`src/rtl/constants_pkg.sv`:
```
// Architectural constants shared by the decode slice.
// Holds register count, instruction and data widths.
package constants_pkg;
  localparam int REG_FILE_LEN = 32;
  localparam int INST_LEN     = 32;
  localparam int ARCH_LEN     = 32;
  localparam int REG_ADDR_W   = $clog2(REG_FILE_LEN);
endpackage

```
`src/rtl/instruction_pkg.sv`:
```
// Decoded-instruction bundle, RV32I opcodes and decode FSM states.
// Shared by decode_issue_stage, operand_forward and the bench.
package instruction_pkg;
  import constants_pkg::*;

  localparam logic [6:0] OP_R     = 7'b0110011;
  localparam logic [6:0] OP_IMM   = 7'b0010011;
  localparam logic [6:0] OP_LOAD  = 7'b0000011;
  localparam logic [6:0] OP_JALR  = 7'b1100111;
  localparam logic [6:0] OP_STORE = 7'b0100011;
  localparam logic [6:0] OP_BR    = 7'b1100011;
  localparam logic [6:0] OP_LUI   = 7'b0110111;
  localparam logic [6:0] OP_AUIPC = 7'b0010111;
  localparam logic [6:0] OP_JAL   = 7'b1101111;

  typedef struct packed {
    logic                  valid;
    logic [6:0]            opcode;
    logic [2:0]            funct3;
    logic [6:0]            funct7;
    logic [REG_ADDR_W-1:0] src_reg_1;
    logic [REG_ADDR_W-1:0] src_reg_2;
    logic [REG_ADDR_W-1:0] dst_reg;
    logic [ARCH_LEN-1:0]   src_data_1;
    logic [ARCH_LEN-1:0]   src_data_2;
    logic [ARCH_LEN-1:0]   imm;
    logic                  reg_write_enable;
    logic                  reg_data_ready;
    logic [ARCH_LEN-1:0]   dst_reg_data;
  } inst_decoded_t;

  typedef enum logic [1:0] {
    IDLE  = 2'd0,
    ISSUE = 2'd1,
    STALL = 2'd2
  } dec_state_t;
endpackage

```
`src/rtl/operand_forward.sv`:
```
// Priority operand mux for one source: bypass[0..N-1], then wb, then RF.
// Ports: rs_in, use_in, bypass_in, wb_in, rf_data_in -> data_out, hazard_out.
module operand_forward
  import constants_pkg::*;
  import instruction_pkg::*;
#(
  parameter int NUM_BYPASS = 2
) (
  input  logic [REG_ADDR_W-1:0]            rs_in,
  input  logic                             use_in,
  input  inst_decoded_t [NUM_BYPASS-1:0]   bypass_in,
  input  inst_decoded_t                    wb_in,
  input  logic [ARCH_LEN-1:0]              rf_data_in,
  output logic [ARCH_LEN-1:0]              data_out,
  output logic                             hazard_out
);
  logic live;
  logic found;
  logic unused_bits;

  assign live = use_in & (rs_in != '0);
  assign unused_bits = ^{bypass_in, wb_in};

  always_comb begin
    data_out   = rf_data_in;
    hazard_out = 1'b0;
    found      = 1'b0;
    if (live && wb_in.valid && wb_in.reg_write_enable &&
        wb_in.dst_reg == rs_in)
      data_out = wb_in.dst_reg_data;
    // youngest matching producer decides; older ones are ignored
    for (int i = 0; i < NUM_BYPASS; i++) begin
      if (!found && live && bypass_in[i].valid &&
          bypass_in[i].reg_write_enable &&
          bypass_in[i].dst_reg == rs_in) begin
        found = 1'b1;
        if (bypass_in[i].reg_data_ready)
          data_out = bypass_in[i].dst_reg_data;
        else
          hazard_out = 1'b1;
      end
    end
  end
endmodule

```
`src/rtl/register_file.sv`:
```
// Architectural register file: one write port, two async read ports.
// Ports: clk, rst (async low), wr_en/addr/data, rd_addr_1/2 -> rd_data_1/2.
module register_file
  import constants_pkg::*;
#(
  parameter int REG_FILE_LEN = 32
) (
  input  logic                  clk,
  input  logic                  rst,
  input  logic                  wr_en,
  input  logic [REG_ADDR_W-1:0] wr_addr,
  input  logic [ARCH_LEN-1:0]   wr_data,
  input  logic [REG_ADDR_W-1:0] rd_addr_1,
  output logic [ARCH_LEN-1:0]   rd_data_1,
  input  logic [REG_ADDR_W-1:0] rd_addr_2,
  output logic [ARCH_LEN-1:0]   rd_data_2
);
  logic [ARCH_LEN-1:0] mem_q [REG_FILE_LEN];

  always_ff @(posedge clk or negedge rst) begin
    if (!rst) begin
      for (int i = 0; i < REG_FILE_LEN; i++)
        mem_q[i] <= '0;
    end else if (wr_en && wr_addr != '0) begin
      mem_q[wr_addr] <= wr_data;
    end
  end

  // x0 is hardwired to zero regardless of array contents
  assign rd_data_1 = (rd_addr_1 == '0) ? '0 : mem_q[rd_addr_1];
  assign rd_data_2 = (rd_addr_2 == '0) ? '0 : mem_q[rd_addr_2];
endmodule

```
`src/rtl/decode_issue_stage.sv`:
```
// RV32I decode/issue stage with registered output, forwarding, load-use stall.
// Ports: fetch valid/ready in, inst_dec_out valid/ready out, wb, bypass, stall.
// Optional: DECODE_STALL_CNT_EN builds the saturating stall_cycles_out counter.
module decode_issue_stage
  import constants_pkg::*;
  import instruction_pkg::*;
#(
  parameter int NUM_BYPASS   = 2,
  parameter int REG_FILE_LEN = 32,
  parameter int STALL_CNT_W  = 32
) (
  input  logic                           clk,
  input  logic                           rst,
  input  logic                           flush_in,
  input  logic                           inst_valid_in,
  output logic                           inst_ready_out,
  input  logic [INST_LEN-1:0]            inst_fetched_in,
  output inst_decoded_t                  inst_dec_out,
  input  logic                           dec_ready_in,
  input  inst_decoded_t                  inst_wb_in,
  input  inst_decoded_t [NUM_BYPASS-1:0] bypass_in,
  output logic                           stall_dec_out,
  output logic [STALL_CNT_W-1:0]         stall_cycles_out
);
  inst_decoded_t dec;
  inst_decoded_t out_q, out_d;
  dec_state_t    state_q, state_d;

  logic [6:0] op;
  logic is_r, is_i, is_s, is_b, is_u, is_j;
  logic use1, use2;
  logic [ARCH_LEN-1:0] rf1, rf2, fw1, fw2;
  logic haz1, haz2, slot1, slot2;
  logic hazard, accept;
  logic [INST_LEN-1:0] ins;

  assign ins = inst_fetched_in;
  assign op  = ins[6:0];
  assign is_r = op == OP_R;
  assign is_i = op == OP_IMM || op == OP_LOAD || op == OP_JALR;
  assign is_s = op == OP_STORE;
  assign is_b = op == OP_BR;
  assign is_u = op == OP_LUI || op == OP_AUIPC;
  assign is_j = op == OP_JAL;
  assign use1 = is_r | is_i | is_s | is_b;
  assign use2 = is_r | is_s | is_b;

  register_file #(
    .REG_FILE_LEN(REG_FILE_LEN)
  ) u_rf (
    .clk       (clk),
    .rst       (rst),
    .wr_en     (inst_wb_in.valid & inst_wb_in.reg_write_enable),
    .wr_addr   (inst_wb_in.dst_reg),
    .wr_data   (inst_wb_in.dst_reg_data),
    .rd_addr_1 (ins[19:15]),
    .rd_data_1 (rf1),
    .rd_addr_2 (ins[24:20]),
    .rd_data_2 (rf2)
  );

  operand_forward #(.NUM_BYPASS(NUM_BYPASS)) u_fw1 (
    .rs_in      (ins[19:15]),
    .use_in     (use1),
    .bypass_in  (bypass_in),
    .wb_in      (inst_wb_in),
    .rf_data_in (rf1),
    .data_out   (fw1),
    .hazard_out (haz1)
  );

  operand_forward #(.NUM_BYPASS(NUM_BYPASS)) u_fw2 (
    .rs_in      (ins[24:20]),
    .use_in     (use2),
    .bypass_in  (bypass_in),
    .wb_in      (inst_wb_in),
    .rf_data_in (rf2),
    .data_out   (fw2),
    .hazard_out (haz2)
  );

  always_comb begin
    dec = '0;
    dec.opcode     = op;
    dec.funct3     = ins[14:12];
    dec.funct7     = ins[31:25];
    dec.src_reg_1  = ins[19:15];
    dec.src_reg_2  = ins[24:20];
    dec.dst_reg    = ins[11:7];
    dec.src_data_1 = fw1;
    dec.src_data_2 = fw2;
    dec.reg_write_enable = (is_r | is_i | is_u | is_j) & (ins[11:7] != '0);
    unique case (1'b1)
      is_i: dec.imm = {{20{ins[31]}}, ins[31:20]};
      is_s: dec.imm = {{20{ins[31]}}, ins[31:25], ins[11:7]};
      is_b: dec.imm = {{19{ins[31]}}, ins[31], ins[7],
                       ins[30:25], ins[11:8], 1'b0};
      is_u: dec.imm = {ins[31:12], 12'b0};
      is_j: dec.imm = {{11{ins[31]}}, ins[31], ins[19:12],
                       ins[20], ins[30:21], 1'b0};
      default: dec.imm = '0;
    endcase
  end

  // The producer sitting in the output slot has no result yet
  assign slot1 = use1 && ins[19:15] != '0 && out_q.valid &&
                 out_q.reg_write_enable && out_q.dst_reg == ins[19:15];
  assign slot2 = use2 && ins[24:20] != '0 && out_q.valid &&
                 out_q.reg_write_enable && out_q.dst_reg == ins[24:20];

  assign hazard = haz1 | haz2 | slot1 | slot2;
  assign inst_ready_out = ~hazard & (~out_q.valid | dec_ready_in) & ~flush_in;
  assign accept = inst_valid_in & inst_ready_out;
  assign stall_dec_out = inst_valid_in & hazard;

  always_comb begin
    state_d = state_q;
    out_d   = out_q;
    if (flush_in) begin
      state_d = IDLE;
      out_d   = '0;
    end else if (accept) begin
      state_d = ISSUE;
      out_d = dec;
      out_d.valid = 1'b1;
    end else if (out_q.valid && !dec_ready_in) begin
      state_d = ISSUE;
    end else begin
      out_d.valid = 1'b0;
      state_d = (inst_valid_in && hazard) ? STALL : IDLE;
    end
  end

  always_ff @(posedge clk or negedge rst) begin
    if (!rst) begin
      state_q <= IDLE;
      out_q   <= '0;
    end else begin
      state_q <= state_d;
      out_q   <= out_d;
    end
  end

  assign inst_dec_out = out_q;

`ifdef DECODE_STALL_CNT_EN
  logic [STALL_CNT_W-1:0] cnt_q, cnt_d;

  always_comb begin
    cnt_d = cnt_q;
    if (stall_dec_out && !(&cnt_q))
      cnt_d = cnt_q + {{(STALL_CNT_W-1){1'b0}}, 1'b1};
  end

  always_ff @(posedge clk or negedge rst) begin
    if (!rst) cnt_q <= '0;
    else      cnt_q <= cnt_d;
  end

  assign stall_cycles_out = cnt_q;
`else
  assign stall_cycles_out = '0;
`endif
endmodule

```
`config.mk`:
```
export PLATFORM = sky130hd
export DESIGN_NAME = decode_issue_stage
export DESIGN_NICKNAME = d
export VERILOG_FILES = /design/src/rtl/constants_pkg.sv /design/src/rtl/instruction_pkg.sv /design/src/rtl/operand_forward.sv /design/src/rtl/register_file.sv /design/src/rtl/decode_issue_stage.sv
export SDC_FILE = /design/constraint.sdc
export NUM_CORES = 2
export LEC_CHECK = 0
export ABC_AREA = 1
export CAP_MARGIN = 40
export CORE_AREA = 2 2 444 446
export CTS_CLUSTER_DIAMETER = 60
export CTS_CLUSTER_SIZE = 24
export DETAILED_ROUTE_END_ITERATION = 10
export DIE_AREA = 0 0 446 448
export HOLD_SLACK_MARGIN = 0.15
export SYNTH_ARGS = -nofsm -noshare
export SYNTH_HDL_FRONTEND = slang
export SYNTH_SLANG_ARGS = --single-unit
```
`constraint.sdc`:
```
create_clock -name clk -period 2 [get_ports clk]
set_input_delay 0.4 -clock clk [delete_from_list [all_inputs] [get_ports clk]]
set_output_delay 0.4 -clock clk [all_outputs]
set_load 0.02 [all_outputs]
```
==> results_dict.tcl <==
set metrics [dict create \
    status "finished with violations" \
    violations "negative setup slack" \
    intPower_mw 44.1 \
    min_period_ns 2.71 \
    antenna_left 0 \
    initial_core_util 0.348 \
    maxSlewHeadroom 0.392 \
    place_congestion 1.00 \
    worstPathRequired_ns 1.60 \
    drive_above_1_share 0.115 \
    irDropWorstVdd_v 0.000803 \
    clkTransAtPathRegs_ns 0.07 \
    layout_common_cells "3340 x nand2_1, 1394 x nand3_1, 1193 x o21ai_0" \
    arrival_ns 2.31 \
    synth_compound_area_frac 0.138 \
    wl_per_cell_um 23.5 \
    synth_cell_types 36 \
    worstHoldStart "inst_fetched_in[15]" \
    synth_fa_ha_area_frac 0 \
    muxShareOfSynthArea 0 \
    layout.cells.most_common "nand2_1" \
    synth_top_family_by_area "simple AND/OR/NAND/NOR gates" \
    report.final.slew_viol_count 0 \
    switchingPower_mw 22.3 \
    dp_hpwl_mm 203 \
    startpoint "inst_dec_out[133]" \
    period_share 1.35 \
    crit_type "reg -> out" \
    synth_seq_area_share 0.426 \
    track_usage 0.296 \
    ctsRootBufferMaster "clkbuf_16" \
    finalNetCount 10800 \
    die_w_um 446 \
    drt_first_pass_iters 10 \
    grt_pass1_wl_mm 447 \
    grt_pass1_vias 67700 \
    cts_made_buffers 120 \
    drc_errors 0 \
    fin_skew_ns 0.0661 \
    num_rows 162 \
    n_fill_cell 19700 \
    synth_top_cell_area_share 0.426 \
    hold_viol 0 \
    cp_cell_sequence "or2_4, nand3_2, nor2_1, nand3_1, nand2_1, nand2_2, nand3_4, nor2_4, buf_6" \
    r2r_start "inst_dec_out[133]" \
    max_freq_ghz 0.369 \
    rsz0062_at_grt "yes" \
    grt_overflow 0 \
    core_mm2 0.195 \
    critPathMaxFanout 3 \
    cp-end-kind "output port" \
    pwr-share-seq 0.420 \
    p_sw_frac 0.336 \
    ys_seq_elements 1154 \
    area_delta_synth_final_pct 24.0 \
    crit_path_top_delay_cell "dfrtp_2" \
    io_pins 723 \
    p_leak_nw 42.0 \
    viasPerCell 5.56 \
    die-area_mm2 0.200 \
    critPathMaxStageDelay_ns 0.49 \
    cts_sinks 1154 \
    yosysWarnings 0 \
    htreeDepth 3 \
    synth_cells 9994 \
    cp-start-kind "register" \
    netlist_area_mm2 0.0678 \
    yosysTopAreaCell "dfrtp_1" \
    power_density_mw_per_mm2 790 \
    cts_tree "yes" \
    antenna_found_initial 38 \
    synthTopCellsByArea "dfrtp_1 43%, nand2_1 19%, nand3_1 11%, o21ai_0 8.8%, inv_1 5.5%" \
    whs_ns 0.219 \
    setup_ws_ns -0.708 \
    synthSimpleGateAreaFrac 0.319 \
    synth_xor_xnor_area_share 0.00155 \
    drt_wl_total_mm 304 \
    syn_area_per_cell_um2 6.78 \
    initialDrtViolationCount 10300 \
    drv_cap 0 \
    clk_latency_ns 0.82 \
    io_buffers 287 \
    num_vias 72000 \
    clockBufferDepth 3 \
    die_h_um 448 \
    hp-class "in -> reg" \
    setup-violations-final 133 \
    worst_slew_pin_slew_ns 0.909 \
    clockPowerShare 0.369 \
    grt_max_degree 92 \
    power_frac_comb 0.211 \
    utilization 0.432 \
]
==> kinds of logic after synthesis <==
logic type	after synthesis
and+or+nand+nor	5210
AOI/OAI and AO/OA	1703
buffers and inverters	1914
xor gates and xnor gates	12
DFF	1154
other	1
==> worst paths after layout <==
check	to	slack [ns]	cells past startpoint
setup / recovery	inst_ready_out	-0.71	9
hold / removal	inst_dec_out[49]	0.22	6
setup reg to reg	inst_dec_out[128]	-0.57	17
hold reg to reg	u_rf.mem_q[1022]	0.38	0
max in group asynchronous	inst_dec_out[52]	0.94	4
min in group asynchronous	u_rf.mem_q[628]	0.40	3
==> cell type report <==
cell class	instances	area, um2	area share
sequential	1154	28900	0.344
inverter	1006	3820	0.0455
clock buffer	145	3270	0.0389
multi-input combinational	6990	32200	0.384
timing repair buffer	1006	11600	0.138
tap	2542	3180	0.0378
clock inverter	84	992	0.0118
antenna	26	65.1	0.000774
==> timing repair <==
action,in CTS,in global routing
buffers inserted,46,4
pin swaps,86,27
resized for setup,311,105
endpoints found under the setup margin,262,143
gates cloned,10,7
hold endpoints to repair,1101,4
hold buffers,8,4
==> flip-flops by register name, summed over array words and instances (netlist names) <==
name and cells:
inst_dec_out 130, u_rf.mem_q 1024
==> synthesized netlist by cell type (all sizes together) <==
| master | n |
|---|---|
| nand3 | 1478 |
| a32oi | 1 |
| buf | 381 |
| nand2 | 3432 |
| nor2 | 260 |
| a21oi | 180 |
| clkbuf | 527 |
| xor2 | 10 |
| nand4 | 6 |
| or2 | 19 |
| o22ai | 2 |
| o2111ai | 1 |
| o211ai | 319 |
| conb | 1 |
| dfrtp | 1154 |
| inv | 1006 |
| o221ai | 1 |
| xnor2 | 2 |
| o21ai | 1199 |
| nor3 | 15 |
==> metal layers <==
layer,share of wire,GRT usage,wire (um)
met4,0.065,0.173,19900
met5,0.00053,0,161
met1,0.39,0.388,119000
met2,0.42,0.438,128000
met3,0.12,0.0797,36900
==> critical path, delay by kind of cell, from the launching register on <==
| family | cells | cell delay (ns) |
|---|---|---|
| and+or+nand+nor | 8 | 0.87 |
| DFF | 1 | 0.49 |
| buffers and inverters | 1 | 0.14 |
==> stage by stage <==
stage / setup slack, ns / power, mW / area [um2] / TNS [ns] / cells
after floorplan: -0.0555 / 35.9 / 68100 / -5.33 / 10100
final: -0.708 / 66.4 / 84100 / -61.72 / 13000
after global placement: -1.19 / 41.4 / 78300 / -474.76 / 12700
after detailed placement: -1.19 / 41.7 / 78400 / -491.91 / 12700
after CTS: -0.697 / 66.3 / 83400 / -38.57 / 12900
after global routing: -0.716 / 69.4 / 84100 / -64.84 / 12900
==> power by group through the flow <==
stage | Sequential (mW) | Clock (mW) | Combinational, mW
2_1_floorplan | 27.9 | 0 | 7.97
3_3_place_gp | 28.2 | 0 | 13.2
3_5_place_dp | 28.2 | 0 | 13.5
4_1_cts | 27.8 | 24.8 | 13.7
5_1_grt | 28.2 | 25.7 | 15.6
6_report | 27.9 | 24.5 | 14.0
(Power assumes the default switching activity.)
